File: src/rtl/mac_sequencer.sv
// mac_sequencer: 8x8 shift-and-add multiply, then a 16-bit accumulate done in
// three 8-bit passes, with every addition sharing one adder_8_bit instance.
// Optional build macro MAC_OVERFLOW_FLAG_EN enables the sticky overflow flag;
// when it is undefined the overflow port stays low.

module adder_8_bit (
    input  logic [7:0] a,
    input  logic [7:0] b,
    output logic [7:0] sum,
    output logic       carry_out
);
    // Plain 8-bit unsigned add with carry out
    assign {carry_out, sum} = 9'(a) + 9'(b);
endmodule

module mac_sequencer #(
    parameter logic [15:0] ACC_INIT = 16'h0000
) (
    input  logic        clk,
    input  logic        rst,
    input  logic [7:0]  a,
    input  logic [7:0]  b,
    input  logic        in_valid,
    output logic        in_ready,
    input  logic        acc_clear,
    output logic [15:0] acc,
    output logic        out_valid,
    output logic        busy,
    output logic        overflow
);
    localparam int unsigned CNT_W = 3;

    typedef enum logic [2:0] {
        S_IDLE,
        S_MUL,
        S_ACC_LO,
        S_ACC_HI,
        S_ACC_CY,
        S_DONE
    } state_t;

    state_t             state_q, state_d;
    logic [15:0]        acc_q, acc_d;
    logic [7:0]         hi_q, hi_d;
    logic [7:0]         lo_q, lo_d;
    logic [7:0]         mcand_q, mcand_d;
    logic [CNT_W-1:0]   cnt_q, cnt_d;
    logic               c1_q, c1_d;
    logic               out_valid_q, out_valid_d;
    logic               busy_q, busy_d;
    logic               in_ready_q, in_ready_d;
    logic               overflow_q, overflow_d;

    logic [7:0]         add_a, add_b, add_sum;
    logic               add_co;
    logic [7:0]         mul_sum;
    logic               mul_c;

    adder_8_bit u_adder (
        .a         (add_a),
        .b         (add_b),
        .sum       (add_sum),
        .carry_out (add_co)
    );

    // Steer the shared adder operands by state; idle states feed zeros
    always_comb begin
        add_a = 8'h00;
        add_b = 8'h00;
        case (state_q)
            S_MUL: begin
                if (lo_q[0]) begin
                    add_a = hi_q;
                    add_b = mcand_q;
                end
            end
            S_ACC_LO: begin
                add_a = acc_q[7:0];
                add_b = lo_q;
            end
            S_ACC_HI: begin
                add_a = acc_q[15:8];
                add_b = hi_q;
            end
            S_ACC_CY: begin
                add_a = acc_q[15:8];
                add_b = {7'b0, c1_q};
            end
            default: ;
        endcase
    end

    // Partial-product step: add multiplicand only when the current multiplier bit is set
    always_comb begin
        mul_sum = hi_q;
        mul_c   = 1'b0;
        if (lo_q[0]) begin
            mul_sum = add_sum;
            mul_c   = add_co;
        end
    end

    // Next-state and datapath update
    always_comb begin
        state_d    = state_q;
        acc_d      = acc_q;
        hi_d       = hi_q;
        lo_d       = lo_q;
        mcand_d    = mcand_q;
        cnt_d      = cnt_q;
        c1_d       = c1_q;
`ifdef MAC_OVERFLOW_FLAG_EN
        overflow_d = overflow_q;
`else
        overflow_d = 1'b0;
`endif
        case (state_q)
            S_IDLE: begin
                if (acc_clear) begin
                    acc_d      = ACC_INIT;
                    overflow_d = 1'b0;
                end
                if (in_valid) begin
                    mcand_d = a;
                    lo_d    = b;
                    hi_d    = 8'h00;
                    cnt_d   = '0;
                    state_d = S_MUL;
                end
            end
            S_MUL: begin
                hi_d  = {mul_c, mul_sum[7:1]};
                lo_d  = {mul_sum[0], lo_q[7:1]};
                cnt_d = CNT_W'(cnt_q + CNT_W'(1));
                if (cnt_q == CNT_W'(7)) begin
                    state_d = S_ACC_LO;
                end
            end
            S_ACC_LO: begin
                acc_d[7:0] = add_sum;
                c1_d       = add_co;
                state_d    = S_ACC_HI;
            end
            S_ACC_HI: begin
                acc_d[15:8] = add_sum;
`ifdef MAC_OVERFLOW_FLAG_EN
                if (add_co) overflow_d = 1'b1;
`endif
                state_d     = S_ACC_CY;
            end
            S_ACC_CY: begin
                acc_d[15:8] = add_sum;
`ifdef MAC_OVERFLOW_FLAG_EN
                if (add_co) overflow_d = 1'b1;
`endif
                state_d     = S_DONE;
            end
            S_DONE: begin
                state_d = S_IDLE;
            end
            default: begin
                state_d = S_IDLE;
            end
        endcase
        out_valid_d = (state_d == S_DONE);
        busy_d      = (state_d != S_IDLE);
        in_ready_d  = (state_d == S_IDLE);
    end

    // State and datapath registers
    always_ff @(posedge clk or posedge rst) begin
        if (rst) begin
            state_q     <= S_IDLE;
            acc_q       <= ACC_INIT;
            hi_q        <= 8'h00;
            lo_q        <= 8'h00;
            mcand_q     <= 8'h00;
            cnt_q       <= '0;
            c1_q        <= 1'b0;
            out_valid_q <= 1'b0;
            busy_q      <= 1'b0;
            in_ready_q  <= 1'b1;
            overflow_q  <= 1'b0;
        end else begin
            state_q     <= state_d;
            acc_q       <= acc_d;
            hi_q        <= hi_d;
            lo_q        <= lo_d;
            mcand_q     <= mcand_d;
            cnt_q       <= cnt_d;
            c1_q        <= c1_d;
            out_valid_q <= out_valid_d;
            busy_q      <= busy_d;
            in_ready_q  <= in_ready_d;
            overflow_q  <= overflow_d;
        end
    end

    assign acc       = acc_q;
    assign out_valid = out_valid_q;
    assign busy      = busy_q;
    assign in_ready  = in_ready_q;
    assign overflow  = overflow_q;

endmodule

File: config.mk
export PLATFORM = sky130hd
export DESIGN_NAME = mac_sequencer
export DESIGN_NICKNAME = d
export VERILOG_FILES = /design/src/rtl/mac_sequencer.sv
export SDC_FILE = /design/constraint.sdc
export NUM_CORES = 1
export LEC_CHECK = 0
export CORE_ASPECT_RATIO = 0.75
export CORE_MARGIN = 3
export CORE_UTILIZATION = 35
export DETAILED_ROUTE_END_ITERATION = 8
export GPL_TIMING_DRIVEN = 0
export HOLD_SLACK_MARGIN = 0.12
export PLACE_DENSITY = 0.58
export SKIP_LAST_GASP = 1
export SYNTH_ARGS = -nofsm -noshare
export SYNTH_HDL_FRONTEND = slang
export SYNTH_SLANG_ARGS = --single-unit
File: constraint.sdc
create_clock -name clk -period 9.5 [get_ports clk]
set_input_delay 1.9 -clock clk [delete_from_list [all_inputs] [get_ports clk]]
set_output_delay 1.9 -clock clk [all_outputs]
set_load 0.1 [all_outputs]
After elaboration in Yosys (flattened, before gate mapping). Cells that the tools add are included.

Add/subtract/negate cells: 2. Eq/ne operators: 8. Muxes and demuxes: 18. Reductions and logical operators: 11.

Operators by type and width (number): $pmux 8 s2 (4); $mux 8 (5); $pmux 8 s4 (1); $pmux 8 s3 (1); $mux 16 (1); $pmux 3 s5 (1); $add 8x8->9 (1); $eq 3x3->1 const B (3); $mux 3 (3); $reduce_and 2->1 (4); $eq 3x2->1 const B (2); $logic_not 3->1 (2); $pmux 3 s2 (1); $reduce_bool 2->1 (3); $ne 2x2->1 const B (2); $add 3x1->3 const B (1); $eq 3x1->1 const B (1); $reduce_bool 3->1 (1); $reduce_or 2->1 (1); $mux 1 (1).

Flip-flop bits (word level): 50. Input bits: 20. Output and inout bits: 20.

Depth between registers and ports, before layout.
Depth after elaboration: 6. Depth in mapped cells: 16.

Modules after synthesis. Synthesis repeated with hierarchy kept, for this count alone.

Cells, all modules: 254. Area, all modules: 2735.1 µm².

Modules (own cells, without submodules): mac_sequencer (times used 1, cells an instance 216, area each 2428.6 µm², sequential area each 1252.5 µm²); adder_8_bit (times used 1, cells an instance 38, area each 306.5 µm², sequential area each 0.0 µm²).

Least setup slack after synthesis. Ideal clock, no wire load.

Path type: reg2reg. Start: register state_q[1]. End: register acc_q[14] (netlist: acc[14]). Arrival: 2.986 ns. Required time: 9.370 ns. Setup slack: 6.384 ns. Stages on the path, launching flop included: 17. Buffers on the path: 3. Path through: dfrtp_1 -> buf_2 -> nor2b_1 -> and2_1 -> buf_2 -> nor2_4 -> inv_2 -> buf_6 -> a222oi_1 -> inv_1 -> ha_1 -> fa_1 -> a211oi_1 -> o21bai_1 -> a21oi_1 -> xor2_1 -> o21ai_0.

Cells in the longest elaborated chain, start to end: 5. Elaborated cells between the ends (all ways): 13. Classes of those cells: 1 x add/sub; 5 x eq/ne; 3 x mux; 4 x reduce/logical.

RTL lines: start: declaration (line 42) `state_t state_q, state_d;`; start signal: assignment (line 185) `state_q <= state_d;`; $eq 3x3->1 / $eq 3x2->1 (equally long branches) (line 70, 117); $reduce_or 2->1 (no source line); $pmux 8 s3 (line 70) `case (state_q)`; $add 8x8->9 (line 13) `assign {carry_out, sum} = 9'(a) + 9'(b);`; $pmux 8 s2 (line 117) `case (state_q)`; end signal: assignment (line 174) `acc_q <= ACC_INIT;`; end signal: assignment (line 186) `acc_q <= acc_d;`; end: declaration (line 43) `logic [15:0] acc_q, acc_d;`.

Several ways; a longest one is shown, not always the timed one. A chain may end at the register's enable or synchronous reset.

Final worst setup path.
Start: register in_ready_q (netlist: in_ready). End: output in_ready.

RTL lines: start: declaration (line 51) `logic in_ready_q, in_ready_d;`; start signal: assignment (line 194) `in_ready_q <= in_ready_d;`; end: declaration (line 24) `output logic in_ready,`.

No word-level cell between the ends.

==> flow_metrics.env <==
export IMPL_outcome="finished, final reports clean"
export IMPL_cts_tree="built"
export IMPL_final_antenna_net_count=0
export IMPL_max_cap_viol_count=0
export IMPL_finalHoldViolCount=0
export IMPL_antenna_found_initial=0
export IMPL_hold_depth=1
export IMPL_cp_max_fo=1
export IMPL_multi_input_area_um2=1240
export IMPL_finalClockSkew_ns=0.00830
export IMPL_place_inst=417
export IMPL_path_cells="clkdlybuf4s50_1"
export IMPL_worst_r2r_startpoint="state_q[1]"
export IMPL_cp_required_ns=7.60
export IMPL_relSlewSlack_pct=34.7
export IMPL_layout_common_cells="57 x nand2_1, 49 x dfrtp_1, 38 x clkdlybuf4s50_1"
export IMPL_synth_area_leaders="dfrtp_1 46%, nand2_1 8.1%, a222oi_1 5.7%, ha_1 4.7%, a22o_1 4.6%"
export IMPL_clock_latency_ns=0.31
export IMPL_syn_area_um2=2650
export IMPL_track_usage_pct=18.1
export IMPL_ios=40
export IMPL_synth_top_area_share_pct=46.3
export IMPL_post_cts_buffers=0
export IMPL_cts_made_buffers=5
export IMPL_p_comb_share_pct=59.3
export IMPL_grt_pass1_vias=2173
export IMPL_firstDrtPassIters=5
export IMPL_yosys_area_top_type="dfrtp_1"
export IMPL_hold_path_class="flop to flop"
export IMPL_path_clk_slew_ns=0.10
export IMPL_start_util_pct=37.5
export IMPL_yosysWarnings=0
export IMPL_p_clk_share_pct=10.6
export IMPL_cp_top_family="buffers and inverters"
export IMPL_synth_fp_nets=311
export IMPL_setup_tns_ns=0
export IMPL_post_route_period_util_pct=40.6
export IMPL_clk_path_buf_depth=2
export IMPL_die_h_um=81.3
export IMPL_drc=0
export IMPL_area_growth_synth_to_final_pct=23.2
export IMPL_final_cells=425
export IMPL_die_x_um=106
export IMPL_synth_edff_count=0
export IMPL_setup_viol=0
export IMPL_final_common_cell="nand2_1"
export IMPL_wl_per_cell_um=17.0
export IMPL_vias=2264
export IMPL_power_share_switching_pct=52.6
export IMPL_synth_cells=280
export IMPL_cts_sinks=50
export IMPL_cellPowerDensity_nw_per_um2=379
export IMPL_cpPeakStageDelay_ns=1.12
export IMPL_synthDistinctLibCells=42
export IMPL_fp_row_count=26
export IMPL_tightestPinTransition_ns=0.976
export IMPL_leakagePower_uw=0.00158
export IMPL_cts_htree_levels=2
export IMPL_endpoint_kind="output port"
export IMPL_p_seq_share_pct=30.2
export IMPL_port_buffers=38
export IMPL_max_freq_mhz=259
export IMPL_core_um2=7060
export IMPL_arrival_ns=1.95
export IMPL_worstHoldEndpoint="cnt_q[0]"
export IMPL_p_int_uw=586
export IMPL_ys_seq_area_share_pct=47.3
export IMPL_r2r_end="acc[14]"
export IMPL_reg2reg_slack_ns=5.91
export IMPL_syn_area_per_cell_um2=9.46
export IMPL_hold_start="cnt_q[0]"
export IMPL_antennaDiodeCount=0
export IMPL_critPathKind="flop to output port"
export IMPL_final_nets=357
export IMPL_crit_path_start_kind="flop"
export IMPL_seqCellArea_um2=1250
export IMPL_initialDrtViolationCount=231
export IMPL_ir_drop_v=0.000145
export IMPL_synth_seq_cells=50
export IMPL_dieArea_um2=8650
export IMPL_reg2reg_depth=16
export IMPL_synth_async_reset_ratio_pct=100
export IMPL_place_gp_congestion=0.900
export IMPL_synthFlopType="dfrtp_1"
export IMPL_routed_wl_um=7240
export IMPL_drive_gt1_share_pct=8.26
export IMPL_finalMaxSlewViolations=0
export IMPL_grt_overflow=0
export IMPL_viasPerCell=5.33
export IMPL_fillers=713
export IMPL_p_switching_uw=651
export IMPL_post_cts_resized=0
export IMPL_crit_buf_inv=1
export IMPL_rsz0062_at_grt="false"
export IMPL_dp_hpwl_um=5350
export IMPL_hold_buffers=0
export IMPL_grt_max_degree=33
export IMPL_root_buffer="clkbuf_8"
export IMPL_worst_path_max_delay_cell="clkdlybuf4s50_1"
export IMPL_min_period_ns=3.85
export IMPL_grt_pass1_wl_um=12000
-- flip-flops by register name (all words and copies together), names as in the netlist --
register,count
acc,16
hi_q,8
lo_q,8
mcand_q,8
cnt_q,3
state_q,3
busy,1
c1_q,1
in_ready,1
out_valid,1
-- logic make-up (layout without fill, tap and decap cells) --
logic type      Yosys count  after routing  share of synthesized area (%)
flops                    50             50                           47.3
buf+inv                  34             81                           5.77
fa+ha+maj                11             11                           5.48
xor+xnor                  6              6                           1.98
compound gates           86             86                           23.1
mux                       1              1                          0.378
simple gates             91             91                           15.8
other cells               1              1                          0.142
-- per-stage QoR --
step                      hold slack, ns  util [%]  setup slack [ns]  total power (uW)  instance area (um2)
final                              0.495      46.2              5.65              1240                 3260
after floorplan                    0.446         -              6.38               909                 2650
after CTS                          0.502      46.2              5.63              1240                 3260
after global routing               0.531      46.2              5.60              1330                 3260
after global placement             0.473      44.6              5.36              1100                 3150
after detailed placement           0.484      44.9              5.68              1110                 3170
-- power by group through the flow --
stage          logic, uW  clock network [uW]  registers (uW)
3_3_place_gp         723                   0             375
2_1_floorplan        365                   0             543
3_5_place_dp         734                   0             377
5_1_grt              799                 144             385
4_1_cts              736                 135             373
6_report             733                 131             373
-- metal layers --
metal	track usage (%)	vias up	wire length, um
li1	-	1099	-
met1	27.4	1075	3680
met2	26.2	83	2970
met3	4.05	7	535
met4	3.96	0	63
met5	0	-	0
-- worst max path at each step --
stage,from,end,slack [ns],cells after the start
3_5_place_dp,in_valid,hi_q[4],5.68,5
2_1_floorplan,state_q[1],acc[14],6.38,16
5_1_grt,in_ready,in_ready,5.60,1
6_report,in_ready,in_ready,5.65,1
4_1_cts,in_ready,in_ready,5.63,1
3_3_place_gp,rst,acc[12],5.36,2
-- synth_stat cells (all sizes together), types with 2 or more instances --
cell type and count:
a211oi 3, a21o 4, a21oi 16, a222oi 15
a22o 14, a31oi 8, and2 4, buf 11
clkbuf 4, dfrtp 49, ha 10, inv 18
nand2 57, nand3 2, nand3b 2, nor2 17
nor3 3, o21a 2, o21ai 18, o21bai 2
or3 2, xnor2 5
-- cell type report --
cell class                 count  area share, %
inverter                      19           2.19
tap                           98           3.76
buffer                        15           2.49
sequential                    50           38.4
clock inverter                 1          0.153
clock buffer                   7           2.65
timing repair buffer          39           12.3
multi-input combinational    196           38.1
Note: power is estimated with default switching activity, not from simulation.
